[src/rtl/vmem_pkg.sv]
// Shared types and sizing helpers for the vector memory stage.
package vmem_pkg;

    typedef enum logic [2:0] {
        IDLE      = 3'd0,
        STORE     = 3'd1,
        LOAD      = 3'd2,
        LOAD_TAIL = 3'd3,
        DONE      = 3'd4
    } vmem_state_t;

    localparam int unsigned VMEM_DEFAULT_VECTOR_SIZE = 8;

    // Counter must hold the full lane count, not just the last lane index.
    function automatic int unsigned vmem_lane_cnt_w(input int unsigned lanes);
        return $clog2(lanes) + 1;
    endfunction

    localparam int unsigned VMEM_LANE_CNT_W = vmem_lane_cnt_w(VMEM_DEFAULT_VECTOR_SIZE);

endpackage

[src/rtl/vmem_lane_sequencer.sv]
// Lane counter with base+lane address generation; the address wraps modulo 2^ADDR_WIDTH.
module vmem_lane_sequencer #(
    parameter int unsigned ADDR_WIDTH = 19,
    parameter int unsigned CNT_W      = vmem_pkg::VMEM_LANE_CNT_W
) (
    input  logic                  clk,
    input  logic                  rst_n,
    input  logic                  clear_i,
    input  logic                  advance_i,
    input  logic [CNT_W-1:0]      lane_total_i,
    input  logic [ADDR_WIDTH-1:0] base_i,
    output logic [CNT_W-1:0]      lane_idx_o,
    output logic [ADDR_WIDTH-1:0] addr_c_o,
    output logic                  all_issued_c_o
);

    logic [CNT_W-1:0] cnt_q;
    logic [CNT_W-1:0] cnt_d;

    always_comb begin
        cnt_d = cnt_q;
        if (clear_i) begin
            cnt_d = '0;
        end else if (advance_i) begin
            cnt_d = cnt_q + CNT_W'(1);
        end
    end

    always_ff @(posedge clk) begin
        if (!rst_n) begin
            cnt_q <= '0;
        end else begin
            cnt_q <= cnt_d;
        end
    end

    assign lane_idx_o     = cnt_q;
    assign addr_c_o       = base_i + ADDR_WIDTH'(cnt_q);
    assign all_issued_c_o = (cnt_q == lane_total_i);

endmodule

[src/rtl/vector_memory_stage.sv]
// Memory-access stage: serialises scalar/vector loads and stores onto a byte-wide
// synchronous RAM, one lane per cycle, stalling the pipeline via busy.
module vector_memory_stage
    import vmem_pkg::*;
#(
    parameter int unsigned WIDTH       = 8,
    parameter int unsigned VECTOR_SIZE = 8,
    parameter int unsigned ADDR_WIDTH  = 19
) (
    input  logic                         clk,
    input  logic                         rst_n,
    input  logic                         req_valid,
    output logic                         req_ready,
    input  logic                         req_store,
    input  logic                         req_vector,
    input  logic [ADDR_WIDTH-1:0]        req_addr,
    input  logic [WIDTH*VECTOR_SIZE-1:0] req_wdata,
    output logic [ADDR_WIDTH-1:0]        mem_addr,
    output logic [WIDTH-1:0]             mem_wdata,
    output logic                         mem_we,
    output logic                         mem_re,
    input  logic [WIDTH-1:0]             mem_rdata,
    output logic [WIDTH*VECTOR_SIZE-1:0] rd_data,
    output logic                         done,
    output logic                         busy
);

    localparam int unsigned CNT_W  = vmem_lane_cnt_w(VECTOR_SIZE);
    localparam int unsigned DATA_W = WIDTH * VECTOR_SIZE;

    vmem_state_t           state_q, state_d;
    logic [ADDR_WIDTH-1:0] base_q, base_d;
    logic [DATA_W-1:0]     wdata_q, wdata_d;
    logic                  vector_q, vector_d;
    logic [ADDR_WIDTH-1:0] mem_addr_q, mem_addr_d;
    logic [WIDTH-1:0]      mem_wdata_q, mem_wdata_d;
    logic                  mem_we_q, mem_we_d;
    logic                  mem_re_q, mem_re_d;
    logic [DATA_W-1:0]     rd_data_q, rd_data_d;
    logic                  done_q, done_d;
    logic                  ready_q, ready_d;
    logic                  busy_q, busy_d;

    logic                  seq_clear, seq_advance;
    logic [CNT_W-1:0]      lane_total;
    logic [ADDR_WIDTH-1:0] seq_base;
    logic [CNT_W-1:0]      lane_idx;
    logic [ADDR_WIDTH-1:0] seq_addr;
    logic                  all_issued;
    logic [WIDTH-1:0]      store_lane;
    logic                  cap_en;
    logic [CNT_W-1:0]      cap_idx;

    // In IDLE the request fields feed the sequencer so lane 0 goes out on the accept edge.
    assign seq_base   = (state_q == IDLE) ? req_addr : base_q;
    assign lane_total = ((state_q == IDLE) ? req_vector : vector_q) ? CNT_W'(VECTOR_SIZE) : CNT_W'(1);

    vmem_lane_sequencer #(
        .ADDR_WIDTH (ADDR_WIDTH),
        .CNT_W      (CNT_W)
    ) u_seq (
        .clk            (clk),
        .rst_n          (rst_n),
        .clear_i        (seq_clear),
        .advance_i      (seq_advance),
        .lane_total_i   (lane_total),
        .base_i         (seq_base),
        .lane_idx_o     (lane_idx),
        .addr_c_o       (seq_addr),
        .all_issued_c_o (all_issued)
    );

    always_comb begin
        state_d     = state_q;
        base_d      = base_q;
        wdata_d     = wdata_q;
        vector_d    = vector_q;
        mem_addr_d  = mem_addr_q;
        mem_wdata_d = mem_wdata_q;
        mem_we_d    = 1'b0;
        mem_re_d    = 1'b0;
        rd_data_d   = rd_data_q;
        done_d      = 1'b0;
        ready_d     = 1'b0;
        seq_clear   = 1'b0;
        seq_advance = 1'b0;
        cap_en      = 1'b0;
        cap_idx     = '0;
        store_lane  = '0;

        for (int l = 0; l < VECTOR_SIZE; l++) begin
            if (CNT_W'(l) == lane_idx) begin
                store_lane = wdata_q[l*WIDTH +: WIDTH];
            end
        end

        case (state_q)
            IDLE: begin
                ready_d = 1'b1;
                if (req_valid) begin
                    base_d      = req_addr;
                    wdata_d     = req_wdata;
                    vector_d    = req_vector;
                    mem_addr_d  = seq_addr;
                    mem_we_d    = req_store;
                    mem_re_d    = ~req_store;
                    seq_advance = 1'b1;
                    ready_d     = 1'b0;
                    if (req_store) begin
                        mem_wdata_d = req_wdata[WIDTH-1:0];
                        state_d     = STORE;
                    end else begin
                        state_d     = LOAD;
                    end
                end
            end
            STORE: begin
                if (all_issued) begin
                    state_d   = DONE;
                    done_d    = 1'b1;
                    seq_clear = 1'b1;
                end else begin
                    mem_we_d    = 1'b1;
                    mem_addr_d  = seq_addr;
                    mem_wdata_d = store_lane;
                    seq_advance = 1'b1;
                end
            end
            LOAD: begin
                // RAM returns data one cycle after issue, so capture trails issue by two lanes here.
                if (lane_idx >= CNT_W'(2)) begin
                    cap_en  = 1'b1;
                    cap_idx = lane_idx - CNT_W'(2);
                end
                if (all_issued) begin
                    state_d = LOAD_TAIL;
                end else begin
                    mem_re_d    = 1'b1;
                    mem_addr_d  = seq_addr;
                    seq_advance = 1'b1;
                end
            end
            LOAD_TAIL: begin
                if (!vector_q) begin
                    rd_data_d = '0;
                end
                cap_en    = 1'b1;
                cap_idx   = lane_idx - CNT_W'(1);
                state_d   = DONE;
                done_d    = 1'b1;
                seq_clear = 1'b1;
            end
            DONE: begin
                state_d = IDLE;
                ready_d = 1'b1;
            end
            default: begin
                state_d = IDLE;
            end
        endcase

        for (int l = 0; l < VECTOR_SIZE; l++) begin
            if (cap_en && (CNT_W'(l) == cap_idx)) begin
                rd_data_d[l*WIDTH +: WIDTH] = mem_rdata;
            end
        end

        busy_d = ~ready_d;
    end

    always_ff @(posedge clk) begin
        if (!rst_n) begin
            state_q     <= IDLE;
            base_q      <= '0;
            wdata_q     <= '0;
            vector_q    <= 1'b0;
            mem_addr_q  <= '0;
            mem_wdata_q <= '0;
            mem_we_q    <= 1'b0;
            mem_re_q    <= 1'b0;
            rd_data_q   <= '0;
            done_q      <= 1'b0;
            ready_q     <= 1'b1;
            busy_q      <= 1'b0;
        end else begin
            state_q     <= state_d;
            base_q      <= base_d;
            wdata_q     <= wdata_d;
            vector_q    <= vector_d;
            mem_addr_q  <= mem_addr_d;
            mem_wdata_q <= mem_wdata_d;
            mem_we_q    <= mem_we_d;
            mem_re_q    <= mem_re_d;
            rd_data_q   <= rd_data_d;
            done_q      <= done_d;
            ready_q     <= ready_d;
            busy_q      <= busy_d;
        end
    end

    assign req_ready = ready_q;
    assign busy      = busy_q;
    assign mem_addr  = mem_addr_q;
    assign mem_wdata = mem_wdata_q;
    assign mem_we    = mem_we_q;
    assign mem_re    = mem_re_q;
    assign rd_data   = rd_data_q;
    assign done      = done_q;

endmodule

[config.mk]
export PLATFORM = sky130hd
export DESIGN_NAME = vector_memory_stage
export DESIGN_NICKNAME = d
export VERILOG_FILES = /design/src/rtl/vmem_pkg.sv /design/src/rtl/vmem_lane_sequencer.sv /design/src/rtl/vector_memory_stage.sv
export SDC_FILE = /design/constraint.sdc
export NUM_CORES = 1
export LEC_CHECK = 0
export CAP_MARGIN = 25
export CORE_UTILIZATION = 47
export CTS_CLUSTER_DIAMETER = 80
export DETAILED_ROUTE_END_ITERATION = 6
export PLACE_DENSITY = 0.77
export SLEW_MARGIN = 25
export SYNTH_ARGS = -nofsm -noshare
export SYNTH_HDL_FRONTEND = slang
export SYNTH_SLANG_ARGS = --single-unit
[constraint.sdc]
create_clock -name clk -period 2.9 [get_ports clk]
set_input_delay 0.58 -clock clk [delete_from_list [all_inputs] [get_ports clk]]
set_output_delay 0.58 -clock clk [all_outputs]
set_load 0.05 [all_outputs]
==> summary.txt, run 1 <==
STA
  • RSZ-0062 raised after global routing: no
  • Final critical-path required period: between 2 and 3 ns
  • Count of endpoints failing hold in the final timing report: 0
  • Worst rel slew slack: between 40% and 50%
  • Final TNS setup: 0 ns
  • Final clock period utilization by the worst path: a little over 90%
  • Clock tree skew after final layout: about 0.0068 ns
  • Peak clock frequency supported by timing: approximately 370 MHz
  • Number of slew-limit violations in the final report: 0
  • Slew at the pin with the worst max-slew slack: roughly 0.77 ns
  • Count of endpoints failing setup in the final report: 0

Setup path
  • Crit path required time: approximately 3.2 ns
  • Cells along the critical path: inv_1 > ha_1 > or4_1 > a22oi_1 > nor2_2 > and3b_1 > or3b_2 > a21boi_0
  • Critical Path Source Type: register
  • Endpoint of the worst register-to-register path: rd_data[20]
  • Kind of capture point of the worst setup path: register
  • Slowest-stage cell, CP: and3b_1
  • Crit path max fanout: 16
  • Path type of the worst setup path: register to register
  • Reg-to-reg startpoint: u_seq.lane_idx_o[0]
  • Reg-to-reg slack, setup: around 0.2 ns
  • Largest stage delay on the critical path: between 0.5 and 0.6 ns
  • Reg2Reg Depth: 8
  • Arrival time of data at the critical path endpoint: 3.02 ns

Yosys
  • Largest family of logic cells by synthesized area: simple AND/OR/NAND/NOR gates
  • Mux cell area share after synthesis: 9.36%
  • Cell count after synthesis: around 1100
  • Most used flip-flop cell after synthesis: dfxtp_1
  • Cells taking the most area after synthesis: dfxtp_1 41%, nand2_1 9.9%, mux2i_1 7.5%
  • Cell type with the largest total area after synthesis: dfxtp_1
  • Synth Net Count: around 1200
  • Area fraction in compound gates after synthesis: roughly 16%
  • Area fraction of the dominant cell type after synthesis: between 40% and 50%
  • Number of enable flip-flop cells after synthesis: 0
  • Total of flip-flops plus latches after synthesis: roughly 190
  • Cell with the most instances after synthesis: nand2_1
  • Syn Std Cell Area: approximately 9200 um2
  • Share of flip-flops with an asynchronous set or reset after synthesis: 0%
  • Mapped Avg Cell Area: a little under 9 um2
  • Post-synth top cells: 242 x nand2_1, 187 x dfxtp_1, 107 x nor2b_1
  • Post-synthesis xor/xnor area fraction: 1.62%
  • Simple-gate portion of the synthesized area: between 20% and 30%
  • Warning count from the yosys run: 0
  • Adder and majority cell fraction of the synthesized area: roughly 1.9%
  • Sequential cell area fraction in the yosys report: 40.8%
  • Count of different cell masters after synthesis: 68

Global route
  • Routing usage on met2: between 30% and 40%
  • Met3 layer usage reported by global route: slightly below 7%
  • Most Crowded Layer GR: met2
  • Fraction of met1 tracks used by global routing: between 30% and 40%
  • Maximum number of pins on one net before global-route repair: about 100
  • Wire length of the first global-routing pass: 38.9 mm
  • Aggregate global routing overflow: 0
  • Number of antenna violations at the first check in global routing: 0
  • Via count of the first global-routing pass: roughly 7400
  • GRT Resource Usage Total: about a quarter

Placed design
  • Placed cell area: around 11000 um2
  • RePlAce Congestion: 0.877
  • Post-placement cell count: 1448
  • Buffers added on ports: ~190
  • DP Wirelength: 16.7 mm

Layout
  • Final antenna diode count: 0
  • Number of nets at the end of the flow: about 1300
  • Fill cell total of the finished layout: between 1500 and 2000
  • Number of non-filler instances in the completed layout: ~1500
  • Share of cells above drive strength 1: between 8 and 9%
  • Post-route design area: ~12000 um2
  • Growth of design area from synthesis to finish: 30.2%

Floorplanning
  • Die H: 142 um
  • Effective utilization at floorplan: roughly 48%
  • DIE AREA: around 20000 um2
  • Number of top-level pins: ~190
  • Die Span X: 142 um
  • Number of rows created at floorplan: 50
  • Standard cell core area: about 19000 um2

Clocking
  • Clk slew on worst S/H paths: 0.07 ns
  • Buffer cell driving the clock tree root: clkbuf_16
  • Number of sinks on the clock net: 187
  • Num CTS Buffers: 17
  • CTS tree: done
  • H-Tree Level Count: 4
  • Longest Clk Path Bufs: 2
  • Clock latency on the worst-skew pair: roughly 0.43 ns

Outcome
  • Result of the run: complete, no violations

Routing
  • Routed WL: between 20 and 25 mm
  • DR vias: ~7800
  • WL per Instance: between 15 and 20 um
  • DRC violation count after routing: 0
  • Final ANT Viol Nets: 0
  • Length of the first detailed-routing pass in iterations: 5
  • Routed vias/inst: ~5.3
  • Violation count after the first detailed-route iteration: 468

Min path
  • Critical hold path startpoint: wdata_q[14]
  • Worst hold path endpoint: wdata_q[14]
  • Class of the worst hold path: register to register
  • Worst hold stages: 2

Power and ir drop
  • Leakage: roughly 4.8 nW
  • Power per cell area: roughly 670 nW/um2
  • Maximum resistive drop on vdd: between 0.4 and 0.5 mV

Flow run
  • Maxcap violations: 0
-- cell usage in the layout, fill, tap and decap left out, drive strengths merged, types with 12 or more instances in the layout --
cell type / synthesis / final
nand2: 242 / 242
a21boi: 101 / 101
a21oi: 24 / 24
clkbuf: 55 / 17
o21ai: 28 / 28
nor2b: 107 / 107
inv: 7 / 13
dfxtp: 187 / 187
ha: 12 / 12
nor2: 21 / 21
or3b: 16 / 16
mux2i: 69 / 69
buf: 30 / 30
nand3: 18 / 18
clkdlybuf4s50: 0 / 190
-- kinds of logic after synthesis --
| group | Yosys count |
|---|---|
| simple gates | 458 |
| compound gates | 211 |
| flops | 187 |
| buf+inv | 92 |
| mux | 77 |
| xor+xnor | 17 |
| fa+ha+maj | 13 |
-- stage by stage --
stage	worst slack (ns)	hold WS (ns)	power (mW)	util, %
floorplan	0.0596	0.435	4.63	-
global placement	0.0522	0.447	5.34	59.4
detailed placement	0.0306	0.452	5.38	59.4
CTS	0.141	0.461	7.99	62.9
global route	0.0171	0.479	8.34	63.1
finish	0.197	0.462	7.98	63.1
-- worst max-delay path by stage --
stage	start	cells after the start	to	slack (ns)
floorplan	state_q[0]	15	mem_addr[18]	0.06
global placement	req_addr[0]	11	mem_addr[18]	0.05
detailed placement	req_addr[0]	11	mem_addr[18]	0.03
CTS	state_q[1]	11	mem_addr[16]	0.14
global route	u_seq.lane_idx_o[0]	8	rd_data[37]	0.02
finish	u_seq.lane_idx_o[0]	8	rd_data[20]	0.20
-- worst max-delay path: cells and delay by family (launching register included) --
family	cells	cell delay, ns
adder cells (fa/ha/maj)	1	0.27
AND/OR/NAND/NOR	4	1.34
buffers and inverters	1	0.17
AO/OA/AOI/OAI	2	0.31
flip-flops	1	0.49
-- state kept, by name (all words and copies together), names as in the netlist --
signal            flops
base_q               19
busy                  1
done                  1
mem_addr             19
mem_re                1
mem_wdata             8
mem_we                1
rd_data              64
req_ready             1
state_q               3
u_seq.lane_idx_o      4
vector_q              1
wdata_q              64
-- area by class of cell --
type                    count  area [um2]  share of cell area, %
repair buffers            220        2180                   18.2
well taps                 260         325                   2.72
inverters                   7        26.3                  0.220
clock inverters            15         236                   1.98
clock buffers              17         425                   3.56
multi-input cells         776        5020                   42.0
flip-flops and latches    187        3740                   31.3
-- routing by layer --
layer	routed length (um)	vias to the layer above
met5	0	-
met3	1600	27
met2	11200	232
met4	432	0
met1	11200	3711
li1	-	3876
-- power breakdown --
| part | switching, mW | internal, mW | total [mW] |
|---|---|---|---|
| Clock | 1.06 | 1.55 | 2.61 |
| Sequential | 0.153 | 2.80 | 2.95 |
| Combinational | 1.47 | 0.945 | 2.41 |
-- timing repair --
item / in CTS / in global routing
setup endpoints to repair: 0 / 9
hold buffers: 0 / 0
buffers inserted: 0 / 2
gates resized for setup: 0 / 3
Power figures use the tool's default switching activity.
==> inputs of run 2 (changes only) <==
Settings changed: ABC_AREA set to 1, CORE_UTILIZATION 47 to 46, SKIP_CTS_REPAIR_TIMING set to 1.
==> run 2 against run 1 <==
  * Cell count up 9.2%
  * Hold slack worse by 0.0091 ns
  * Global-route usage up 0.34 points
  * Register-to-register slack better by 0.20 ns
  * Critical path type unchanged
==> summary.txt, run 2 <==
Outcome
  • Result of the run: complete, no violations (unchanged)

Layout
  • Number of nets at the end of the flow: 1485 (was 1318)
  • Commonest non-fill, non-tap cell in the layout: nand2_1 (unchanged)
  • Leading cell types in the layout, fill and taps excluded: 214 x nand2_1, 190 x clkdlybuf4s50_1, 187 x dfxtp_1 (was 241 x nand2_1, 190 x clkdlybuf4s50_1, 187 x dfxtp_1)
  • Share of cells above drive strength 1: 6.48% (was 8.76%)
  • Final antenna diode count: 0 (unchanged)
  • Number of non-filler instances in the completed layout: 1618 (was 1482)
  • Growth of design area from synthesis to finish: 30.2% (about the same)

Clocking
  • Number of sinks on the clock net: 187 (unchanged)
  • Buffer cell driving the clock tree root: clkbuf_16 (unchanged)
  • H-Tree Level Count: 4 (unchanged)
  • Longest Clk Path Bufs: 2 (unchanged)
  • Num CTS Buffers: 17 (unchanged)
  • CTS tree: done (unchanged)
  • Clk slew on worst S/H paths: 0.08 ns (was 0.07 ns)
  • Clock latency on the worst-skew pair: 0.44 ns (was 0.43 ns)

Floorplanning
  • Number of rows created at floorplan: 49 (was 50)
  • Number of top-level pins: 192 (unchanged)
  • Effective utilization at floorplan: 47.6% (was 48.4%)
  • Die H: 139 um (was 142 um)
  • Die Span X: 139 um (was 142 um)
  • DIE AREA: 19400 um2 (was 20100 um2)
  • Standard cell core area: 18200 um2 (was 19000 um2)

Routing
  • Violation count after the first detailed-route iteration: 707 (was 468)
  • Routed vias/inst: 5.30 (was 5.29)
  • DRC violation count after routing: 0 (unchanged)
  • Final ANT Viol Nets: 0 (unchanged)
  • WL per Instance: 15.0 um (was 16.5 um)
  • Length of the first detailed-routing pass in iterations: 5 (unchanged)
  • DR vias: 8574 (was 7846)
  • Routed WL: 24.3 mm (was 24.4 mm)

Yosys
  • Most used flip-flop cell after synthesis: dfxtp_1 (unchanged)
  • Simple-gate portion of the synthesized area: 27.8% (was 25.1%)
  • Share of flip-flops with an asynchronous set or reset after synthesis: 0% (unchanged)
  • Cells taking the most area after synthesis: dfxtp_1 43%, nand2_1 9.3%, nand3_1 8.8% (was dfxtp_1 41%, nand2_1 9.9%, mux2i_1 7.5%)
  • Area fraction of the dominant cell type after synthesis: 43.2% (was 40.8%)
  • Cell with the most instances after synthesis: nand2_1 (unchanged)
  • Number of enable flip-flop cells after synthesis: 0 (unchanged)
  • Largest family of logic cells by synthesized area: simple AND/OR/NAND/NOR gates (unchanged)
  • Post-synthesis xor/xnor area fraction: 1.01% (was 1.62%)
  • Sequential cell area fraction in the yosys report: 43.2% (was 40.8%)
  • Warning count from the yosys run: 0 (unchanged)
  • Area fraction in compound gates after synthesis: 17.2% (was 16.4%)
  • Adder and majority cell fraction of the synthesized area: 1.96% (was 1.85%)
  • Cell count after synthesis: 1220 (was 1055)
  • Synth Net Count: 1329 (was 1164)
  • Mapped Avg Cell Area: 7.10 um2 (was 8.70 um2)
  • Mux cell area share after synthesis: 0% (was 9.36%)
  • Syn Std Cell Area: 8670 um2 (was 9180 um2)
  • Count of different cell masters after synthesis: 40 (was 68)
  • Total of flip-flops plus latches after synthesis: 187 (unchanged)
  • Cell type with the largest total area after synthesis: dfxtp_1 (unchanged)
  • Post-synth top cells: 214 x nand2_1, 187 x dfxtp_1, 152 x nand3_1 (was 242 x nand2_1, 187 x dfxtp_1, 107 x nor2b_1)

STA
  • Slew at the pin with the worst max-slew slack: 0.566 ns (was 0.769 ns)
  • Count of endpoints failing setup in the final report: 0 (unchanged)
  • Final critical-path required period: 2.51 ns (was 2.70 ns)
  • Final TNS setup: 0 ns (unchanged)
  • Worst rel slew slack: 62.2% (was 48.3%)
  • Count of endpoints failing hold in the final timing report: 0 (unchanged)
  • Peak clock frequency supported by timing: 399 MHz (was 370 MHz)
  • Final clock period utilization by the worst path: 86.5% (was 93.2%)
  • RSZ-0062 raised after global routing: no (unchanged)
  • Crit path setup slack, layout: 0.393 ns (was 0.197 ns)
  • Clock tree skew after final layout: 0.00939 ns (was 0.00684 ns)
  • Number of slew-limit violations in the final report: 0 (unchanged)

Flow run
  • Maxcap violations: 0 (unchanged)

Setup path
  • Dominant delay contributor by cell family on the critical path: simple AND/OR/NAND/NOR gates (unchanged)
  • Largest stage delay on the critical path: 0.41 ns (was 0.58 ns)
  • Crit path required time: 3.24 ns (was 3.21 ns)
  • Cells along the critical path: nor2_4 > nand2_4 > inv_2 > o21ai_0 > ha_1 > fa_1 > nand3_1 > nand3_1 > nand3_2 > inv_1 > nand3b_1 > nand3_1 > nand2_1 > inv_1 (was inv_1 > ha_1 > or4_1 > a22oi_1 > nor2_2 > and3b_1 > or3b_2 > a21boi_0)
  • Worst path most repeated cell: nand3_1
  • Critical Path Source Type: register (unchanged)
  • Crit path max fanout: 9 (was 16)
  • Slowest-stage cell, CP: fa_1 (was and3b_1)
  • Combined buffer and inverter count along the critical path: 3 (was 1)
  • Path type of the worst setup path: register to register (unchanged)
  • Kind of capture point of the worst setup path: register (unchanged)
  • Arrival time of data at the critical path endpoint: 2.85 ns (was 3.02 ns)

Placed design
  • DP Wirelength: 17.0 mm (was 16.7 mm)
  • Buffers added on ports: 191 (unchanged)
  • RePlAce Congestion: 0.857 (was 0.877)
  • Post-placement setup slack: 0.177 ns (was 0.0306 ns)
  • Post-placement cell count: 1586 (was 1448)

Global route
  • Aggregate global routing overflow: 0 (unchanged)
  • Via count of the first global-routing pass: 7792 (was 7425)
  • Wire length of the first global-routing pass: 38.9 mm (about the same)
  • Maximum number of pins on one net before global-route repair: 121 (was 102)
  • Number of antenna violations at the first check in global routing: 0 (unchanged)
  • GRT Resource Usage Total: 24.9% (was 24.6%)

Min path
  • Class of the worst hold path: register to register (unchanged)

Power and ir drop
  • Internal power component: 6.09 mW (was 5.29 mW)
  • Leakage: 4.51 nW (was 4.76 nW)
  • Reg power frac: 31.1% (was 37.0%)
  • Combinational power share: 48.0% (was 30.3%)
  • Sw power: 5.13 mW (was 2.68 mW)
  • Clock network fraction of total power: 20.9% (was 32.8%)
  • Maximum resistive drop on vdd: 0.440 mV (was 0.489 mV)
  • Power per cell area: 995 nW/um2 (was 667 nW/um2)
  • Proportion of total power due to net switching: 45.7% (was 33.6%)
run 2: cell types whose count changed after synthesis, sizes merged, moves of 10 or more:
cell	previous run	this run
nor2	21	139
a21oi	24	147
o22ai	11	1
o21ai	28	125
a21boi	101	9
nand2b	11	0
mux2i	69	0
or3b	16	0
nor2b	107	0
nand3	18	153
nand4	2	12
nand2	242	223
inv	7	109
run 2: cells by family after synthesis:
logic type                 Yosys count
and+or+nand+nor                    542
adders and majority gates           13
buffers and inverters              182
DFF                                187
AOI/OAI and AO/OA                  286
xor gates and xnor gates            10
run 2: worst reg2reg max path: cells and delay by family, from the launching register on:
kind / cells / cell delay [ns]
simple gates: 8 / 1.07
fa+ha+maj: 2 / 0.63
flops: 1 / 0.38
buf+inv: 3 / 0.23
compound gates: 1 / 0.10
run 2: worst paths after layout:
| kind | from | to | slack, ns | depth (start not counted) |
|---|---|---|---|---|
| max | state_q[0] | mem_addr[16] | 0.39 | 14 |
| min | base_q[18] | base_q[18] | 0.45 | 2 |
| max reg2reg | state_q[0] | mem_addr[16] | 0.39 | 14 |
| min reg2reg | base_q[18] | base_q[18] | 0.45 | 2 |
run 2: cell type report:
cell class	count	area (um2)
Sequential cell	187	3740
Clock inverter	15	163
Tap cell	229	287
Inverter	110	414
Clock buffer	17	425
Fill cell	1651	6920
Multi-Input combinational cell	851	4160
Timing Repair Buffer	209	2090
run 2: power by group through the flow:
stage               clock network [mW]  logic [mW]  registers, mW
finish                            2.35        5.39           3.49
global placement                     0        5.26           3.52
global route                      2.48        5.93           3.55
CTS                               2.36        5.38           3.49
detailed placement                   0        5.34           3.54
floorplan                            0        3.06           4.33
run 2: metal layers:
metal  vias up  global-route usage, %  routed length [um]
li1       4330                      -                   -
met3        47                   4.13                1260
met5         -                      0                   0
met1      3901                   32.4               10700
met4         0                   9.77                 658
met2       296                   41.3               11700
run 2: stage by stage:
| stage | power, mW | utilization, % | hold WS [ns] | cell area (um2) |
|---|---|---|---|---|
| final | 11.2 | 62.0 | 0.453 | 11300 |
| after global routing | 12.0 | 62.0 | 0.469 | 11300 |
| after CTS | 11.2 | 62.0 | 0.453 | 11300 |
| after detailed placement | 8.88 | 58.8 | 0.444 | 10700 |
| after global placement | 8.78 | 58.8 | 0.438 | 10700 |
| after floorplan | 7.39 | - | 0.425 | 8670 |
